## config.mk

```make
export PLATFORM = sky130hd
export DESIGN_NAME = gpo_pad_ctrl
export DESIGN_NICKNAME = d
export VERILOG_FILES = /design/src/rtl/gpo_pad_ctrl_pkg.sv /design/src/rtl/gpo_pad_ctrl_cnt.sv /design/src/rtl/gpo_pad_ctrl.sv
export SDC_FILE = /design/constraint.sdc
export NUM_CORES = 1
export LEC_CHECK = 0
export ABC_AREA = 0
export CAP_MARGIN = 30
export CORE_ASPECT_RATIO = 1.25
export CORE_UTILIZATION = 52
export CTS_CLUSTER_SIZE = 8
export DETAILED_ROUTE_END_ITERATION = 6
export PLACE_DENSITY_LB_ADDON = 0.08
export SYNTH_ARGS = -nofsm -noshare
export SYNTH_HDL_FRONTEND = slang
export SYNTH_HIERARCHICAL = 1
export SYNTH_SLANG_ARGS = --single-unit
```

## constraint.sdc

```tcl
create_clock -name clk_i -period 2.5 [get_ports clk_i]
set_clock_uncertainty 0.05 [all_clocks]
set_input_delay 0.5 -clock clk_i [delete_from_list [all_inputs] [get_ports clk_i]]
set_output_delay 0.5 -clock clk_i [all_outputs]
set_load 0.01 [all_outputs]
```

## src/rtl/gpo_pad_ctrl_pkg.sv

```systemverilog
// Shared types and helpers for the GPO pad sequencer.
package gpo_pad_ctrl_pkg;

  typedef enum logic [2:0] {
    IDLE,
    OE_OFF,
    SETTLE,
    APPLY,
    BIAS_WAIT,
    OE_ON
  } state_t;

  localparam logic [1:0] MODE_PP  = 2'b00;
  localparam logic [1:0] MODE_OD  = 2'b01;
  localparam logic [1:0] MODE_OS  = 2'b10;
  localparam logic [1:0] MODE_HIZ = 2'b11;

  typedef struct packed {
    logic [3:0] ds;
    logic       sr;
    logic       co;
    logic [1:0] odmode;
    logic       oe;
  } pad_cfg_t;

  // Returns {odp, odn} for the requested output mode.
  function automatic logic [1:0] odmode_decode(input logic [1:0] odmode);
    logic [1:0] od;
    od = 2'b00;
    case (odmode)
      MODE_PP:  od = 2'b00;
      MODE_OD:  od = 2'b10;
      MODE_OS:  od = 2'b01;
      MODE_HIZ: od = 2'b11;
    endcase
    return od;
  endfunction

endpackage

```

## src/rtl/gpo_pad_ctrl_cnt.sv

```systemverilog
// Loadable down-counter with zero flag; reused for the settle and VBIAS timeout windows.
module gpo_pad_ctrl_cnt #(
  parameter int W = 8
) (
  input  logic         clk,
  input  logic         rst,
  input  logic         load,
  input  logic [W-1:0] load_val,
  input  logic         dec,
  output logic         zero
);

  logic [W-1:0] cnt;

  always_ff @(posedge clk) begin
    if (rst) begin
      cnt <= '0;
    end else if (load) begin
      cnt <= load_val;
    end else if (dec && (cnt != '0)) begin
      cnt <= cnt - 1'b1;
    end
  end

  assign zero = (cnt == '0);

endmodule

```

## src/rtl/gpo_pad_ctrl.sv

```systemverilog
// Per-pad sequencer: applies new 1.8 V GPO pad settings with OE dropped around the change.
//
// state     | meaning
// IDLE      | waiting for a config request, ready high
// OE_OFF    | drop pad OE before touching config
// SETTLE    | hold OE low for SETTLE_CYCLES
// APPLY     | drive shadow config onto the pad
// BIAS_WAIT | high drive selected, wait for VBIAS or time out
// OE_ON     | re-enable pad output
module gpo_pad_ctrl
  import gpo_pad_ctrl_pkg::*;
#(
  parameter int SETTLE_CYCLES = 4,
  parameter int BIAS_TIMEOUT  = 64,
  parameter int CNT_W         = 8
) (
  input  logic       clk_i,
  input  logic       rst_i,
  input  logic       cfg_valid_i,
  output logic       cfg_ready_o,
  input  logic [3:0] cfg_ds_i,
  input  logic       cfg_sr_i,
  input  logic       cfg_co_i,
  input  logic [1:0] cfg_odmode_i,
  input  logic       cfg_oe_i,
  input  logic       data_i,
  input  logic       vbias_ok_i,
  output logic       busy_o,
  output logic       err_o,
  output logic       pad_do_o,
  output logic [3:0] pad_ds_o,
  output logic       pad_sr_o,
  output logic       pad_co_o,
  output logic       pad_oe_o,
  output logic       pad_odp_o,
  output logic       pad_odn_o
);

  localparam logic [CNT_W-1:0] SETTLE_LOAD = CNT_W'(SETTLE_CYCLES - 1);
  localparam logic [CNT_W-1:0] BIAS_LOAD   = CNT_W'(BIAS_TIMEOUT - 1);

  state_t           state;
  pad_cfg_t         shadow;
  logic             cnt_load;
  logic             cnt_dec;
  logic             cnt_zero;
  logic [CNT_W-1:0] cnt_val;

  // Counter is loaded on the single-cycle state that precedes each timed window.
  always_comb begin
    cnt_load = 1'b0;
    cnt_dec  = 1'b0;
    cnt_val  = SETTLE_LOAD;
    case (state)
      OE_OFF:    cnt_load = 1'b1;
      APPLY: begin
        cnt_load = 1'b1;
        cnt_val  = BIAS_LOAD;
      end
      SETTLE, BIAS_WAIT: cnt_dec = 1'b1;
      default: ;
    endcase
  end

  gpo_pad_ctrl_cnt #(.W(CNT_W)) u_cnt (
    .clk      (clk_i),
    .rst      (rst_i),
    .load     (cnt_load),
    .load_val (cnt_val),
    .dec      (cnt_dec),
    .zero     (cnt_zero)
  );

  always_ff @(posedge clk_i) begin
    if (rst_i) pad_do_o <= 1'b0;
    else       pad_do_o <= data_i;
  end

  always_ff @(posedge clk_i) begin
    if (rst_i) begin
      state       <= IDLE;
      shadow      <= '0;
      cfg_ready_o <= 1'b1;
      busy_o      <= 1'b0;
      err_o       <= 1'b0;
      pad_ds_o    <= '0;
      pad_sr_o    <= 1'b0;
      pad_co_o    <= 1'b0;
      pad_oe_o    <= 1'b0;
      pad_odp_o   <= 1'b0;
      pad_odn_o   <= 1'b0;
    end else begin
      case (state)
        IDLE: begin
          if (cfg_valid_i) begin
            shadow      <= pad_cfg_t'{ds: cfg_ds_i, sr: cfg_sr_i, co: cfg_co_i,
                                      odmode: cfg_odmode_i, oe: cfg_oe_i};
            err_o       <= 1'b0;
            cfg_ready_o <= 1'b0;
            busy_o      <= 1'b1;
            state       <= pad_oe_o ? OE_OFF : APPLY;
          end
        end
        OE_OFF: begin
          pad_oe_o <= 1'b0;
          state    <= SETTLE;
        end
        SETTLE: begin
          if (cnt_zero) state <= APPLY;
        end
        APPLY: begin
          pad_ds_o               <= shadow.ds;
          pad_sr_o               <= shadow.sr;
          pad_co_o               <= shadow.co;
          {pad_odp_o, pad_odn_o} <= odmode_decode(shadow.odmode);
          if (!shadow.oe) begin
            state       <= IDLE;
            cfg_ready_o <= 1'b1;
            busy_o      <= 1'b0;
          end else if (shadow.ds[1:0] == 2'b00) begin
            state <= OE_ON;
          end else begin
            state <= BIAS_WAIT;
          end
        end
        BIAS_WAIT: begin
          // A VBIAS-ok on the final cycle still wins over the timeout.
          if (vbias_ok_i) begin
            state <= OE_ON;
          end else if (cnt_zero) begin
            err_o         <= 1'b1;
            pad_ds_o[1:0] <= 2'b00;
            state         <= OE_ON;
          end
        end
        OE_ON: begin
          pad_oe_o    <= 1'b1;
          state       <= IDLE;
          cfg_ready_o <= 1'b1;
          busy_o      <= 1'b0;
        end
        default: begin
          state       <= IDLE;
          cfg_ready_o <= 1'b1;
          busy_o      <= 1'b0;
        end
      endcase
    end
  end

endmodule

```

* Word level (Yosys, flattened, before mapping) *
Cells that the tools add are included.

word-level totals
  bits in registers = 33
  input port bits = 14
  word-level logic and storage cells = 79

cells by class
  add/sub/neg operators = 1
  equality and inequality tests = 14
  mux-type cells = 27
  bitwise operators = 1
  reduce and logical (&&, ||, !) cells = 18

operators with widths
  cell                   number
  $mux W8                2
  $mux W3                5
  $pmux W3 S5            1
  $ne A2 B2 Y1 const B   5
  $mux W1                9
  $reduce_and A3 Y1      3
  $logic_not A8 Y1       1
  $pmux W2 S4            1
  $reduce_bool A2 Y1     4
  $reduce_bool A8 Y1     1
  $sub A8 B1 Y8 const B  1
  $eq A3 B2 Y1 const B   2
  $eq A3 B3 Y1 const B   2
  $mux W2                3
  $mux W6                1
  $pmux W1 S3            2
  $eq A2 B2 Y1 const B   2
  $logic_not A2 Y1       2
  $pmux W1 S2            2
  $pmux W2 S2            1
  $reduce_and A4 Y1      1
  $reduce_or A2 Y1       2
  $eq A3 B1 Y1 const B   1
  $logic_not A3 Y1       1
  other kinds (6)        6

* Longest topological paths before layout *
  word-level depth = 6
  depth in mapped cells = 7
  gate-level depth less buffers = 7

* Modules after synthesis *
The synthesis kept the hierarchy.

modules (own cells, without submodules)
  module            instances  cells an instance  area each (um2)  seq. area each (um2)
  gpo_pad_ctrl      1          127                1049.8           500.5
  gpo_pad_ctrl_cnt  1          59                 515.5            160.2

* Least setup slack after synthesis *
OpenSTA, ideal clock, no wires.

  kind = reg-to-reg
  from = register state[1]
  to = register u_cnt.cnt[7]
  setup time = 0.134 ns
  arrival = 1.907 ns
  data required time = 2.316 ns
  path slack = 0.409 ns
  cell stages (with the launch flop) = 8
  path through = dfxtp_1 buf_2 nand2b_1 a21oi_1 or3b_2 nor3_1 mux2i_1 a211oi_1

on the way
  word-level cells in the longest chain between the ends = 5

ends and longest elaborated chain
  what                                                 RTL line                source
  start: declaration                                   gpo_pad_ctrl.sv:42      state_t state;
  start signal: assignment                             gpo_pad_ctrl.sv:101     state <= pad_oe_o ? OE_OFF : APPLY;
  $eq A3 B3 Y1 / $eq A3 B2 Y1 (equally long branches)  gpo_pad_ctrl.sv:54      case (state)
  $reduce_or A2 Y1 (*)                                 gpo_pad_ctrl.sv:54
  $mux W1 (*)                                          gpo_pad_ctrl.sv:54
  net cnt_dec                                          gpo_pad_ctrl.sv:45      logic cnt_dec;
  $logic_and A1 B1 Y1 (*)                              gpo_pad_ctrl_cnt.sv:20  end else if (dec && (cnt != '0)) begin
  $reduce_bool A2 Y1 (no line) (*)                     --
  end signal: assignment                               gpo_pad_ctrl_cnt.sv:19  cnt <= load_val;
  end signal: assignment                               gpo_pad_ctrl_cnt.sv:21  cnt <= cnt - 1'b1;
  end: declaration                                     gpo_pad_ctrl_cnt.sv:13  logic [W-1:0] cnt;

The timed path passes the listed nets; every way through them passes the cells marked *.
A chain may end at the register's enable or synchronous reset.

* Final worst setup path *
  from = register u_cnt.cnt[2]
  to = register state[0]

on the way
  word-level cells in the longest chain between the ends = 3

ends and longest elaborated chain
  what                                                           RTL line                source
  $logic_not A8 Y1 (*)                                           gpo_pad_ctrl_cnt.sv:25  assign zero = (cnt == '0);
  net cnt_zero                                                   gpo_pad_ctrl.sv:46      logic cnt_zero;
  $ne A3 B3 Y1 (no line) / $ne A2 B2 Y1 (equally long branches)  --
  $reduce_and A3 Y1 (no line) (*)                                --

Marks and branches as above.

==> out/results.ini <==
[worst_setup_path]
endpoint_kind = register
worstPathRequired_ns = 2.74
crit_fanout = 6
worstSetupStartpointType = register
crit_chain = or4_4 -> nor4_1 -> nor3b_1 -> o311ai_1 -> and3_1
critPathMaxStageDelay_ns = 0.59
crit_family = simple AND/OR/NAND/NOR gates
cp.buffers_inverters = 0
crit-reg2reg-launch = u_cnt/cnt[2]
r2r_slack_ns = 0.31
rr_endpoint = state[0]
critPathArrivalTime_ns = 2.43
critPathKind = register to register
worst_path_max_delay_cell = or4_4
rr_worst_depth = 5

[pwr]
combPwrFrac_pct = 49.0
p_sw_share_pct = 42.0
ir_worst_vdd_mv = 0.674
switchingPower_mw = 0.901
powerDensity_mw_per_mm2 = 1120
cellLeakagePower_nw = 0.674
internal-power_mw = 1.24
p_seq_share_pct = 37.2
clockPowerShare_pct = 13.8

[flow_run]
maxCapViolCount = 0

[route]
finalWirelength_mm = 3.40
via_per_inst = 5.58
firstDrtPassIters = 4
num_vias = 1412
drc_errors = 0
ant_nets = 0
drt_iter0_markers = 39
route.detailed.wl_per_inst_um = 13.4

[synthesis]
synthCells = 186
synth.distinct_cells = 52
yosys_register_bits = 33
syn_area_per_cell_um2 = 8.42
synthFlopType = dfxtp_1
ys_seq_area_share_pct = 42.2
synth_edf_count = 0
synth_area_mm2 = 0.00157
synth_warnings = 6
synthArstFlopShare_pct = 0

[sta]
maxSlewViolCount = 0
period_share_pct = 87.8
period_needed_ns = 2.19
slew_headroom_pct = 60.5
setup_slack_ns = 0.306
setup_viol = 0
fin_tns_setup_ns = 0
fin_hold_ws_ns = 0.410
fmax_mhz = 456
rsz0062_at_grt = no
finalHoldViolCount = 0
max_slew.worst_pin.slew_ns = 0.586

[grt]
grt_overflow = 0
grt_max_degree = 22
grt_usage_pct = 24.4
grt_pass1_wl_mm = 5.93
antenna_found_initial = 0
grt_pass1_vias = 1321

[clocking]
clock_path_buffers = 2
hold_buffers = 0
cts_buffers = 5
clock-root-buffer = clkbuf_4
path_clk_slew_ns = 0.11
cts_setup_buffers = 0
htree_levels = 2
cts_sinks = 33
cts.repair.resized = 0
clk_latency_ns = 0.34
cts_tree = built

[placement]
place_ws_ns = 0.344
gp_congestion = 0.824
io_buffers = 26
hpwl_mm = 2.39

[outcome]
outcome = finished clean

[floorplanning]
pin_count = 27
coreArea_mm2 = 0.00276
die-area_mm2 = 0.00323
die_w_um = 51.1
dieHeight_um = 63.3
num_rows = 21
start_util_pct = 56.7

[hold_path]
hold_depth = 2
hold_end = pad_co_o
min_from = shadow[3]
hp-class = register to register

[layout]
layout-drive-gt1-share_pct = 12.8
synthToLayoutAreaGrowth_pct = 22.7
nets = 234
layout_commonest_cell = nand2_1
antenna_cells = 0
post-route-util_pct = 69.6
final_cell_mix = nand2_1, dfxtp_1, a21oi_1, clkdlybuf4s50_1, nor2_1

state kept, by name, indices dropped and copies added, names as in the netlist:
| signal | count |
|---|---|
| shadow | 9 |
| u_cnt/cnt | 8 |
| pad_ds_o | 4 |
| state | 3 |
| busy_o | 1 |
| cfg_ready_o | 1 |
| err_o | 1 |
| pad_co_o | 1 |
| pad_do_o | 1 |
| pad_odn_o | 1 |
| pad_odp_o | 1 |
| pad_oe_o | 1 |
| pad_sr_o | 1 |
worst reg2reg max path: stages, from the launching register on:
cell and delay, ns:
dfxtp_1 0.36, or4_4 0.59, nor4_1 0.47, nor3b_1 0.12
o311ai_1 0.34, and3_1 0.21
cell families (layout without fill, tap and decap cells):
| family | Yosys count | after routing | share of synthesized area [%] |
|---|---|---|---|
| DFF | 33 | 33 | 42.2 |
| adders and majority gates | 2 | 2 | 1.60 |
| muxes | 1 | 1 | 0.640 |
| buffers and inverters | 19 | 50 | 5.91 |
| AOI/OAI and AO/OA | 50 | 50 | 21.3 |
| and+or+nand+nor | 76 | 76 | 26.1 |
| other | 2 | 4 | 0.480 |
| xor gates and xnor gates | 3 | 3 | 1.68 |
worst max-delay path by stage:
stage	start	to	depth (start not counted)
detailed placement	u_cnt/cnt[2]	state[0]	5
floorplan	state[1]	u_cnt/cnt[7]	7
global route	u_cnt/cnt[2]	state[0]	5
global placement	u_cnt/cnt[2]	state[0]	5
finish	u_cnt/cnt[2]	state[0]	5
CTS	u_cnt/cnt[2]	state[0]	5
layer usage:
metal | share of wire [%] | global-route usage (%)
met5 | 0 | 0
met4 | 2.1 | 9.72
met3 | 4.7 | 7.25
met2 | 48 | 40.0
met1 | 45 | 29.3
power groups by stage:
stage               combinational (mW)  clock (mW)  sequential, mW
floorplan                        0.827           0           0.760
CTS                               1.04       0.308           0.796
global route                      1.16       0.331           0.818
global placement                  1.00           0           0.800
finish                            1.05       0.296           0.798
detailed placement                1.04           0           0.807
synth_stat cells, types with 3 or more instances:
master	n	area share, %
a21oi_1	26	8.3
nor3b_1	4	1.9
nor2_1	9	2.2
clkbuf_1	3	0.72
dfxtp_1	33	42
o21ai_0	5	1.6
nand3_1	3	0.96
nand2_1	36	8.6
inv_1	8	1.9
xnor2_1	3	1.7
layout make-up:
class                   count  area [µm²]
well taps                  34        42.5
clock inverters             3        17.5
clock buffers               5        37.5
repair buffers             32         305
inverters                  10        37.5
flip-flops and latches     33         661
multi-input cells         136         820
fillers                   233         838
metrics by stage:
stage | instance area, µm² | power (mW) | std cells
6_report | 1920 | 2.15 | 253
5_1_grt | 1920 | 2.31 | 253
4_1_cts | 1920 | 2.15 | 253
3_5_place_dp | 1870 | 1.84 | 245
3_3_place_gp | 1870 | 1.80 | 245
2_1_floorplan | 1570 | 1.59 | 188
Power figures use the tool's default switching activity.
